[src/rtl/fft_bitrev_reader.sv]
// Port-B read sequencer: streams one 2^N_LOG2-sample frame out of RAM through a 4-entry FIFO.
// Define FFT_READER_BITREV_EN for bit-reversed readout; leave it undefined for linear order.
`timescale 1ns/1ps
module fft_bitrev_reader #(
  parameter int unsigned DATA_WIDTH = 8,
  parameter int unsigned CMD_WIDTH  = 10,
  parameter int unsigned N_LOG2     = 4,
  parameter int unsigned BASE_ADDR  = 0
) (
  input  logic                    CLK,
  input  logic                    RST,
  input  logic                    START,
  output logic                    BUSY,
  output logic                    DONE,
  output logic                    ENB,
  output logic                    WEB,
  output logic [CMD_WIDTH-1:0]    ADDRB,
  input  logic [2*DATA_WIDTH-1:0] DOB,
  output logic [2*DATA_WIDTH-1:0] DOUT,
  output logic                    DOUT_VALID,
  input  logic                    DOUT_READY,
  output logic                    DOUT_LAST
);

  localparam int unsigned SW    = 2 * DATA_WIDTH;
  localparam int unsigned CW    = N_LOG2 + 1;
  localparam int unsigned IW    = (N_LOG2 > 0) ? N_LOG2 : 1;
  localparam int unsigned DEPTH = 4;
  localparam logic [CW-1:0] FRAME    = CW'(1 << N_LOG2);
  localparam logic [CW-1:0] LAST_IDX = CW'((1 << N_LOG2) - 1);

  typedef enum logic [1:0] {IDLE, READ, DRAIN} state_t;

  state_t               state;
  state_t               state_nx;
  logic [CW-1:0]        cnt;
  logic                 inflight;
  logic                 inflight_last;
  logic [2:0]           fifo_cnt;
  logic [1:0]           wr_ptr;
  logic [1:0]           rd_ptr;
  logic [SW-1:0]        fifo_data [DEPTH];
  logic [DEPTH-1:0]     fifo_last;
  logic [CMD_WIDTH-1:0] addr_hold;
  logic [CMD_WIDTH-1:0] addr_c;
  logic [IW-1:0]        idx_c;
  logic [3:0]           occ_c;
  logic                 issue_c;
  logic                 push_c;
  logic                 pop_c;
  logic                 done_c;

  // Frame index -> RAM offset
  if (N_LOG2 == 0) begin : g_idx_zero
    assign idx_c = '0;
  end else begin : g_idx
    for (genvar g = 0; g < N_LOG2; g++) begin : g_bit
`ifdef FFT_READER_BITREV_EN
      assign idx_c[N_LOG2-1-g] = cnt[g];
`else
      assign idx_c[g] = cnt[g];
`endif
    end
  end

  assign addr_c  = CMD_WIDTH'(BASE_ADDR + 32'(idx_c));
  // Reads in flight count against FIFO space so a returning read always has a slot
  assign occ_c   = 4'(fifo_cnt) + 4'(inflight);
  assign issue_c = (state == READ) && (cnt < FRAME) && (occ_c < 4'd4);
  assign push_c  = inflight;
  assign pop_c   = DOUT_VALID && DOUT_READY;

  assign ENB        = issue_c;
  assign WEB        = 1'b0;
  assign ADDRB      = issue_c ? addr_c : addr_hold;
  assign BUSY       = (state != IDLE);
  assign DOUT_VALID = (fifo_cnt != 3'd0);
  assign DOUT       = fifo_data[rd_ptr];
  assign DOUT_LAST  = DOUT_VALID && fifo_last[rd_ptr];

  always_ff @(posedge CLK or posedge RST) begin
    if (RST) state <= IDLE;
    else     state <= state_nx;
  end

  // Next state; DRAIN ends the cycle the final sample is accepted
  always_comb begin
    state_nx = state;
    done_c   = 1'b0;
    case (state)
      IDLE:  if (START) state_nx = READ;
      READ:  if (issue_c && (cnt == LAST_IDX)) state_nx = DRAIN;
      DRAIN: begin
        if (!inflight && ((fifo_cnt == 3'd0) || ((fifo_cnt == 3'd1) && pop_c))) begin
          state_nx = IDLE;
          done_c   = 1'b1;
        end
      end
      default: state_nx = IDLE;
    endcase
  end

  always_ff @(posedge CLK or posedge RST) begin
    if (RST) begin
      cnt           <= '0;
      inflight      <= 1'b0;
      inflight_last <= 1'b0;
      addr_hold     <= '0;
      DONE          <= 1'b0;
    end else begin
      DONE          <= done_c;
      inflight      <= issue_c;
      inflight_last <= issue_c && (cnt == LAST_IDX);
      if ((state == IDLE) && START) cnt <= '0;
      else if (issue_c)             cnt <= cnt + CW'(1);
      if (issue_c) addr_hold <= addr_c;
    end
  end

  // Output FIFO; read data lands one cycle after its issue
  always_ff @(posedge CLK or posedge RST) begin
    if (RST) begin
      fifo_cnt  <= '0;
      wr_ptr    <= '0;
      rd_ptr    <= '0;
      fifo_last <= '0;
      for (int i = 0; i < DEPTH; i++) fifo_data[i] <= '0;
    end else begin
      if (push_c) begin
        fifo_data[wr_ptr] <= DOB;
        fifo_last[wr_ptr] <= inflight_last;
        wr_ptr            <= wr_ptr + 2'd1;
      end
      if (pop_c) rd_ptr <= rd_ptr + 2'd1;
      case ({push_c, pop_c})
        2'b10:   fifo_cnt <= fifo_cnt + 3'd1;
        2'b01:   fifo_cnt <= fifo_cnt - 3'd1;
        default: fifo_cnt <= fifo_cnt;
      endcase
    end
  end

endmodule

[config.mk]
export PLATFORM = sky130hd
export DESIGN_NAME = fft_bitrev_reader
export DESIGN_NICKNAME = d
export VERILOG_FILES = /design/src/rtl/fft_bitrev_reader.sv
export SDC_FILE = /design/constraint.sdc
export NUM_CORES = 1
export LEC_CHECK = 0
export CAP_MARGIN = 15
export CORE_ASPECT_RATIO = 2
export CORE_UTILIZATION = 55
export CTS_CLUSTER_SIZE = 12
export DETAILED_ROUTE_END_ITERATION = 10
export GPL_TIMING_DRIVEN = 0
export PLACE_DENSITY = 0.83
export SYNTH_ARGS = -nofsm -noshare
export SYNTH_HDL_FRONTEND = slang
export SYNTH_SLANG_ARGS = --single-unit
[constraint.sdc]
create_clock -name CLK -period 8.2 [get_ports CLK]
set_input_delay 1.64 -clock CLK [delete_from_list [all_inputs] [get_ports CLK]]
set_output_delay 1.64 -clock CLK [all_outputs]
set_load 0.005 [all_outputs]
==> metrics.txt <==
outcome finished, final reports clean; Finish-stage setup viols 0; num ports between 50 and 60; post_cts resized 0; initial core utilization 57.20%; Pre-antenna DRT Iters 4; CP Launch Type flip-flop; Max Cap Violations 0; DP Cell Count 415; Non-Filler Instances 430; Avg WL per Cell 17.40 um; final net count ~370; GRT Overall Usage between 20 and 25%; RD Place Congestion 0.7616; Critical Path Fanout Max 9; later-pin clock latency in the skew report 0.34 ns; final count of pins violating max slew 0; post-CTS setup buffer count 0; share of layout cells above drive strength 1 between 30% and 40%; Fin. Hold Viols 0; buffer levels on the longest clock path 2; Netlist Area Pre-Place just over 0.004 mm^2; Syn Nets between 300 and 400; DRT iter0 DRCs 97; critical path endpoint category primary output; Final period util between 50% and 60%; DRC violations left 0; Die Y 124.9 um; CP arrival 2.50 ns; unrepaired setup endpoints after global routing no; fill count ~540; Worst Setup SP state[1]; power per cell area between 300 and 400 mW/mm^2; maximum vdd drop ~0.24 mV; P_int 0.001368 W; classification of the worst-slack hold path flip-flop to flip-flop; via count 2383; TritonCTS clock tree yes; CORE AREA a little over 0.007 mm^2; TritonCTS Buffers 9; Peak Freq 241.8 MHz; Port Buffers 50; synth-to-layout area growth 21.73%; Comb pwr share 39.5%; setup TNS 0 ns; post-synthesis average cell area 15.28 um^2; cells after synthesis 272; Antenna Cells 0; total die area 0.007930 mm^2; critical path type flip-flop to primary output; CTS Root Cell clkbuf_16; Hold Startpoint addr_hold[5]; hold slack final 0.4811 ns; antenna-violating nets left 0; Rows 44; Clock Sinks 95; sequential share of power 41.3%; Tightest Pin Transition 0.5898 ns; P_sw 0.0005312 W; DP HPWL 5.144 mm; Die X 63.47 um; H-tree Lvls 3; YS warnings 0; Setup Skew 0.007271 ns; pin count of the biggest net entering global routing 50; final WL 7.480 mm; worst r2r src fifo_cnt[0]; WP data required roughly 6.6 ns; Max-slew headroom 60.68%; initial antenna violation count 0; first-pass GRT wire length 12.66 mm; final core occ 69.63%; sequential area share after synthesis about 57%; cts hold-fix bufs 0; switching share of power about 28%; Leak Pwr 2.206 nW; Worst-path clk slew 0.06 ns; Vias/cell 5.542; Clock power frac 19.3%; minimum clock period around 4.1 ns; number of global-route vias before repair 2618; #FFs+latches synth between 90 and 100; grt ovf 0; synth unique cells 29
[critical path, stage by stage, from the launching register on]
cell             delay (ns)
dfrtp_1                0.45
nor4b_2                0.44
nand2_1                0.28
inv_1                  0.20
mux2_2                 0.36
clkdlybuf4s50_1        0.44
[power by group through the flow]
stage	logic, W	clock network (W)	registers, W
floorplan	0.000481	0	0.000751
global placement	0.000733	0	0.000776
detailed placement	0.000757	0	0.000791
CTS	0.000764	0.000377	0.000783
global route	0.000811	0.000394	0.000810
finish	0.000749	0.000366	0.000784
[layer usage]
metal	vias to the layer above	GRT usage (%)	share of wire, %
met4	0	14.57	3.9
met5	-	0	0
met2	46	36.98	54
met1	1224	23.80	39
met3	18	3.102	2.6
li1	1095	-	-
[layout make-up]
cell class / instances / area [um^2] / share of cell area [%]
clock buffer: 12 / 236.5 / 4.674
buffer: 10 / 51.30 / 1.014
tap: 92 / 115.1 / 2.275
inverter: 10 / 40.04 / 0.7913
multi-input combinational: 157 / 1690 / 33.41
clock inverter: 3 / 21.27 / 0.4204
sequential: 95 / 2377 / 46.98
timing repair buffer: 51 / 528.0 / 10.44
[cell families (layout without fill, tap and decap cells)]
group,Yosys count,after routing,synth area share (%)
xor+xnor,6,6,1.265
fa+ha+maj,11,11,3.311
simple gates,37,37,5.208
flops,95,95,57.19
buf+inv,20,86,2.137
mux,92,92,29.44
compound gates,10,10,1.355
other cells,1,1,0.09022
[registers in the layout (all words and copies together), names as in the netlist, 2 cells and up]
name       count
fifo_cnt       3
cnt            5
state          2
rd_ptr         2
addr_hold     10
wr_ptr         2
fifo_data     64
fifo_last      4
[cells in the mapped netlist]
| master | count | area share [%] |
|---|---|---|
| a21oi_1 | 4 | 0.48 |
| a31o_2 | 1 | 0.21 |
| and2_1 | 8 | 1.2 |
| and3_1 | 3 | 0.45 |
| buf_2 | 8 | 0.96 |
| buf_4 | 1 | 0.18 |
| clkbuf_1 | 1 | 0.090 |
| conb_1 | 1 | 0.090 |
| dfrtp_1 | 95 | 57 |
| ha_1 | 11 | 3.3 |
| inv_1 | 10 | 0.90 |
| mux2_2 | 72 | 20 |
| mux2i_1 | 3 | 0.72 |
| mux4_2 | 17 | 9.2 |
| nand2_1 | 9 | 0.81 |
| nand2b_1 | 1 | 0.15 |
| nand3_1 | 5 | 0.60 |
| nor2_1 | 2 | 0.18 |
| nor3_1 | 1 | 0.12 |
| nor3b_1 | 1 | 0.18 |
| nor4b_2 | 1 | 0.36 |
| o21ai_0 | 4 | 0.48 |
| o31ai_1 | 1 | 0.18 |
| or2_2 | 1 | 0.15 |
| or3_1 | 3 | 0.45 |
| or3b_2 | 1 | 0.21 |
| or4b_4 | 1 | 0.33 |
| xnor2_1 | 3 | 0.63 |
| xor2_1 | 3 | 0.63 |
[cell usage in the layout, fill, tap and decap left out, types with 2 or more instances in the layout]
| cell type | synthesis | layout |
|---|---|---|
| mux2i_1 | 3 | 3 |
| inv_1 | 10 | 9 |
| clkbuf_16 | 0 | 9 |
| nor2_1 | 2 | 2 |
| xnor2_1 | 3 | 3 |
| or3_1 | 3 | 3 |
| nand3_1 | 5 | 5 |
| ha_1 | 11 | 11 |
| and2_1 | 8 | 8 |
| clkdlybuf4s50_1 | 0 | 50 |
| o21ai_0 | 4 | 4 |
| clkbuf_1 | 1 | 4 |
| dfrtp_1 | 95 | 95 |
| and3_1 | 3 | 3 |
| a21oi_1 | 4 | 4 |
| buf_2 | 8 | 8 |
| xor2_1 | 3 | 3 |
| nand2_1 | 9 | 9 |
| mux4_2 | 17 | 17 |
| mux2_2 | 72 | 72 |
[final timing paths]
kind / endpoint / slack (ns) / depth (start not counted)
min: addr_hold[5] / 0.48 / 1
max reg2reg: fifo_cnt[2] / 6.31 / 8
max in group asynchronous: addr_hold[0] / 5.83 / 3
min reg2reg: addr_hold[5] / 0.48 / 1
min in group asynchronous: fifo_data[6] / 1.74 / 2
max: ADDRB[1] / 4.06 / 5
[stage by stage]
| step | total power [W] | area (um^2) | setup slack (ns) |
|---|---|---|---|
| after global placement | 0.001508 | 4772 | 2.789 |
| final | 0.001899 | 5060 | 4.064 |
| after global routing | 0.002014 | 5060 | 3.920 |
| after floorplan | 0.001233 | 4156 | 4.083 |
| after detailed placement | 0.001548 | 4802 | 4.408 |
| after CTS | 0.001923 | 5060 | 4.025 |
Power figures use the tool's default switching activity.
==> RTL edit 1, RTL diff (config.mk and constraints unchanged) <==
Build with the macro `FFT_READER_BITREV_EN` defined.
--- a/src/rtl/fft_bitrev_reader.sv
+++ b/src/rtl/fft_bitrev_reader.sv
@@ -1,6 +1,8 @@
 // Port-B read sequencer: streams one 2^N_LOG2-sample frame out of RAM through a 4-entry FIFO.
 // Define FFT_READER_BITREV_EN for bit-reversed readout; leave it undefined for linear order.
 `timescale 1ns/1ps
+`define FFT_READER_BITREV_EN
+
 module fft_bitrev_reader #(
   parameter int unsigned DATA_WIDTH = 8,
   parameter int unsigned CMD_WIDTH  = 10,
Check against the original RTL: not equivalent (Yosys sat finds a counterexample within 4 cycles, from zero or initial values and one cycle with RST high).
==> RTL edit 1 against the unedited design <==
  * Routed wire length decreased by 0.45%
  * Non-clock buffer count unchanged
  * Total power increased by 2.5%
  * Via count rose by 0.59%
  * Die area down 0.12%
  * Area after synthesis is 0.12% lower
  * Design area is essentially flat
  * Setup slack got worse by 0.32 ns
  * Worst hold slack worse by 0.00096 ns
  * Sequential cell count unchanged
  * First-iteration DRC count increased by 33%
==> RTL edit 1: results (changes against the unedited design) <==
CTS_MADE_BUFFERS=9  # unchanged
CP.ARRIVAL_NS=2.82  # was 2.50 ns
STATIC-LEAKAGE-POWER_nW=2.20  # was 2.21 nW
SYNTH-ASYNC-RESET-RATIO_PCT=100  # unchanged
POST_DRT_WL_PER_CELL_UM=17.3  # was 17.4 um
MAX-VDD-IR-DROP_V=0.000195  # was 0.000237 V
SYNTH.YOSYS.WARNINGS=0  # unchanged
GR-USAGE-ALL-LAYERS_PCT=21.8  # was 21.4%
GRT_PASS1_WL_MM=12.8  # was 12.7 mm
POST_SYNTH_MOST_FREQUENT_CELLS='95 x sky130_fd_sc_hd__dfrtp_1, 72 x sky130_fd_sc_hd__mux2_2, 17 x sky130_fd_sc_hd__mux4_2'  # unchanged
CLK_PIN_SLEW_WORST_PATHS_NS=0.06  # about the same
ROOT_BUFFER='sky130_fd_sc_hd__clkbuf_16'  # unchanged
WORST_MIN_DELAY_PATH_CATEGORY='flop to flop'  # unchanged
CRIT_PATH_MAX_FANOUT=9  # unchanged
HEADROOM_TO_THE_MAX_SLEW_LIMIT_PCT=52.1  # was 60.7%
VIAS=2397  # was 2,383
PLACE_CONGESTION=0.757  # was 0.762
HTREE_NUM_LEVELS=3  # unchanged
YOSYSSEQAREASHARE_PCT=57.3  # was 57.2%
PLACED_CELLS_INCL_TAPS=415  # unchanged
POSTSYNTHNETCOUNT=303  # unchanged
STDCELL_COUNT=431  # was 430
ANTENNA_CELLS_INSERTED=0  # unchanged
REG.LARGEST.LIST='fifo_data: 64 flops, addr_hold: 10 flops, cnt: 5 flops'  # unchanged
GRT_MAX_DEGREE=63  # was 50
POST_CTS.REPAIR.SETUP_BUFFERS=0  # unchanged
DRIVE_GT1_SHARE_PCT=34.5  # was 34.6%
ANTENNA_FOUND_INITIAL=0  # unchanged
WORST_SKEW_PAIR.LATE_LATENCY_NS=0.34  # about the same
FIN_WORST_SKEW_NS=0.00635  # was 0.00727 ns
SYNTH.DISTINCT_CELLS=30  # was 29
SYN_INST=272  # unchanged
DRT_PASS1_ITERATIONS=4  # unchanged
DRTITER0DRC=129  # was 97
CTS_RESIZED=0  # unchanged
PORT_BUFFERS=50  # unchanged
TOP_AREA_CELLS_IN_THE_SYNTHESIZED_NETLIST='sky130_fd_sc_hd__dfrtp_1 57%, sky130_fd_sc_hd__mux2_2 20%, sky130_fd_sc_hd__mux4_2 9.2%'  # unchanged
HPWL_MM=5.24  # was 5.14 mm
DP_WORST_SETUP_SLACK_NS=4.12  # was 4.41 ns
STATUS='complete, no violations'  # unchanged
NFILLCELLS=531  # was 539
CTS_BUFFER_DEPTH=2  # unchanged
POST_DP_CELL_AREA_UM2=4800  # about the same
FIRST_GLOBAL_VIAS=2661  # was 2,618
NNETSFINAL=365  # unchanged
-- RTL edit 1: final timing paths --
path / from / end / slack, ns / cells after the start
worst min register to register: addr_hold[4] / addr_hold[4] / 0.48 / 1
worst max register to register: state[1] / addr_hold[2] / 6.05 / 4
max in group asynchronous: RST / fifo_cnt[1] / 5.89 / 3
worst max-delay path: state[1] / ADDRB[2] / 3.74 / 5
worst min-delay path: addr_hold[4] / addr_hold[4] / 0.48 / 1
min in group asynchronous: RST / fifo_data[57] / 1.67 / 2
-- RTL edit 1: cells by family (layout without fill, tap and decap cells) --
family | count (synthesis) | after routing | share of synthesized area, %
compound gates | 12 | 12 | 1.66
xor+xnor | 6 | 6 | 1.27
fa+ha+maj | 11 | 11 | 3.32
buf+inv | 20 | 87 | 2.08
flops | 95 | 95 | 57.3
mux | 91 | 91 | 29.2
other cells | 1 | 1 | 0.0903
simple gates | 36 | 36 | 5.09
-- RTL edit 1: routing by layer --
metal | wire length [um] | track usage [%] | share of wire (%)
met4 | 155 | 9.63 | 2.1
met5 | 0 | 0 | 0
met1 | 2850 | 24.9 | 38
met3 | 226 | 4.40 | 3.0
met2 | 4210 | 38.2 | 57
-- RTL edit 1: final cells by class --
class                   instances  area, um^2  share of cell area, %
plain buffers                  10        48.8                  0.965
clock inverters                 4        22.5                  0.445
well taps                      92         115                   2.28
multi-input cells             157        1690                   33.4
clock buffers                  12         236                   4.68
inverters                      10        40.0                  0.792
repair buffers                 51         528                   10.4
flip-flops and latches         95        2380                   47.0
-- RTL edit 1: critical path, cell delays in order (launching register included) --
cell                              delay, ns
sky130_fd_sc_hd__dfrtp_1               0.44
sky130_fd_sc_hd__nor4b_1               0.64
sky130_fd_sc_hd__nand2_1               0.36
sky130_fd_sc_hd__inv_1                 0.23
sky130_fd_sc_hd__mux2_2                0.36
sky130_fd_sc_hd__clkdlybuf4s50_1       0.45
-- RTL edit 1: report_power, final --
group	internal (mW)	total [mW]	switching, mW
combinational	0.514	0.799	0.284
clock	0.204	0.363	0.159
sequential	0.674	0.784	0.110
total	1.39	1.95	0.553
-- RTL edit 1: through the flow --
stage / util [%] / power (mW)
after global routing: 69.6 / 2.08
after floorplan: - / 1.27
after detailed placement: 66.0 / 1.60
final: 69.6 / 1.95
after global placement: 65.6 / 1.56
after CTS: 69.6 / 1.98
==> RTL edit 2, RTL diff (same flow settings) <==
Made on the original files. Re-encode `state_t` (3 states) as one-hot, 3 bits wide.
--- a/src/rtl/fft_bitrev_reader.sv
+++ b/src/rtl/fft_bitrev_reader.sv
@@ -29,7 +29,7 @@
   localparam logic [CW-1:0] FRAME    = CW'(1 << N_LOG2);
   localparam logic [CW-1:0] LAST_IDX = CW'((1 << N_LOG2) - 1);
 
-  typedef enum logic [1:0] {IDLE, READ, DRAIN} state_t;
+  typedef enum logic [2:0] {IDLE = 3'b001, READ = 3'b010, DRAIN = 3'b100} state_t;
 
   state_t               state;
   state_t               state_nx;
Check against the original RTL: same outputs for any inputs over 10 cycles, from zero or initial values and one cycle with RST high; not proved beyond that.
==> RTL edit 2 against the unedited design <==
  * Critical endpoint is now ADDRB[0]
  * Worst hold slack improved by 0.0022 ns
  * Final cell count rose by 2.3%
  * Sequential cell count rose by 1
  * Design area rose by 2.1%
  * Area after synthesis rose by 1.5%
  * Routed wire length rose by 2.7%
  * Synthesized cell count rose by 3.3%
  * Clock skew barely moved
  * Setup slack improved by 0.068 ns
  * Non-clock buffer count rose by 2
  * Die area rose by 1.4%
  * Highest routed layer unchanged
  * Register-to-register slack improved by 0.03 ns
Power is not compared: it rests on default switching activity, and its combinational part moved more than twofold at a synthesized area within 25%.
==> RTL edit 2: results (changes against the unedited design) <==
PLACED_CELLS_INCL_TAPS=424  # was 415
WORSTHOLDSTART='addr_hold[9]'  # was addr_hold[5]
TOP_AREA_CELLS_IN_THE_SYNTHESIZED_NETLIST='sky130_fd_sc_hd__dfrtp_1 56%, sky130_fd_sc_hd__mux2_2 19%, sky130_fd_sc_hd__mux4_2 9.1%'  # was sky130_fd_sc_hd__dfrtp_1 57%, sky130_fd_sc_hd__mux2_2 20%, sky130_fd_sc_hd__mux4_2 9.2%
REG2REG_DEPTH=5  # was 8
CRIT_START='fifo_cnt[1]'  # was state[1]
DRIVE_GT1_SHARE_PCT=33.0  # was 34.6%
WORST_MIN_DELAY_PATH_CATEGORY='flop to flop'  # unchanged
CP.ARRIVAL_NS=2.43  # was 2.50 ns
CRIT-REG2REG-LAUNCH='wr_ptr[0]'  # was fifo_cnt[0]
FIN_WORST_SKEW_NS=0.00705  # was 0.00727 ns
DRTITER0DRC=104  # was 97
GRT_MAX_DEGREE=54  # was 50
WORST_SETUP_PATH_ENDPOINT='ADDRB[0]'  # was ADDRB[1]
POSTSYNTHNETCOUNT=312  # was 303
POST_SYNTH_MOST_FREQUENT_CELLS='95 x sky130_fd_sc_hd__dfrtp_1, 72 x sky130_fd_sc_hd__mux2_2, 17 x sky130_fd_sc_hd__mux4_2'  # unchanged
POST_DP_CELL_AREA_UM2=4860  # was 4800 um^2
POST_CTS.REPAIR.SETUP_BUFFERS=0  # unchanged
ANTENNA_FOUND_INITIAL=0  # unchanged
VIAS=2475  # was 2,383
PLACE_CONGESTION=0.707  # was 0.762
SYN_INST=281  # was 272
HOLD_WS_NS=0.483  # was 0.481 ns
HPWL_MM=5.45  # was 5.14 mm
YOSYSSEQAREASHARE_PCT=57.0  # was 57.2%
ANTENNA_CELLS_INSERTED=0  # unchanged
STDCELL_COUNT=440  # was 430
STATUS='complete, no violations'  # unchanged
DP_WORST_SETUP_SLACK_NS=4.50  # was 4.41 ns
TIMING.FINAL.CRIT_SHARE_PCT=49.6  # was 50.4%
FINALWIRELENGTH_MM=7.69  # was 7.48 mm
GR-USAGE-ALL-LAYERS_PCT=21.6  # was 21.4%
CRIT_TYPE='flop to output pin'  # unchanged
MAX-VDD-IR-DROP_V=0.000174
NNETSFINAL=374  # was 365
REG2REG_SETUP_SLACK_NS=6.34  # was 6.31 ns
ENDPOINT_OF_THE_MOST_CRITICAL_REGISTER_TO_REGISTER_PATH='fifo_data[48]'  # was fifo_cnt[2]
END_POINT_OF_THE_MOST_CRITICAL_HOLD_PATH='addr_hold[9]'  # was addr_hold[5]
FIRST_GLOBAL_VIAS=2679  # was 2,618
HEADROOM_TO_THE_MAX_SLEW_LIMIT_PCT=62.7  # was 60.7%
SYNTHFLOPTYPE='sky130_fd_sc_hd__dfrtp_1'  # unchanged
GRT_PASS1_WL_MM=12.8  # was 12.7 mm
SYNTH.DISTINCT_CELLS=35  # was 29
CRIT_PATH_MAX_FANOUT=6  # was 9
[RTL edit 2: cell count changes after synthesis, sizes merged, moves of 2 or more]
cell,change
nand3,-2
or3,-2
clkbuf,+2
a21oi,-3
mux2i,-2
nor2,+2
nand2,+3
and3,-2
o21ai,+4
[RTL edit 2: worst max-delay path: stages (launching register included)]
cell and delay [ns]:
sky130_fd_sc_hd__dfrtp_1 0.44, sky130_fd_sc_hd__a311oi_1 0.43, sky130_fd_sc_hd__nand2_1 0.19, sky130_fd_sc_hd__inv_1 0.22
sky130_fd_sc_hd__mux2_2 0.37, sky130_fd_sc_hd__clkdlybuf4s50_1 0.45
[RTL edit 2: metal layers]
layer  global-route usage [%]  vias to the layer above  wire length [um]
met3                     5.16                       17               242
met5                        0                        -                 0
li1                         -                     1136                 -
met2                     38.7                       49              4320
met4                     11.5                        0               255
met1                     22.6                     1273              2870
[RTL edit 2: area by class of cell]
type                            count  area (um^2)
Fill cell                         502         2160
Clock buffer                       14          264
Sequential cell                    96         2400
Tap cell                           92          115
Inverter                           11         43.8
Buffer                             12         61.3
Multi-Input combinational cell    162         1710
Timing Repair Buffer               51          528
Clock inverter                      2         37.5
[RTL edit 2: cell families (layout without fill, tap and decap cells)]
logic type	Yosys count	after routing	share of synthesized area, %
compound gates	18	18	2.88
xor+xnor	6	6	1.25
fa+ha+maj	11	11	3.26
buf+inv	23	90	2.43
flops	96	96	57.0
mux	90	90	28.5
other cells	1	1	0.0889
simple gates	36	36	4.57
[RTL edit 2: power groups by stage]
stage	logic, mW	clock network (mW)	registers [mW]
2_1_floorplan	0.198	0	0.526
3_3_place_gp	0.335	0	0.532
3_5_place_dp	0.342	0	0.534
4_1_cts	0.343	0.429	0.526
5_1_grt	0.367	0.444	0.529
6_report	0.336	0.419	0.526
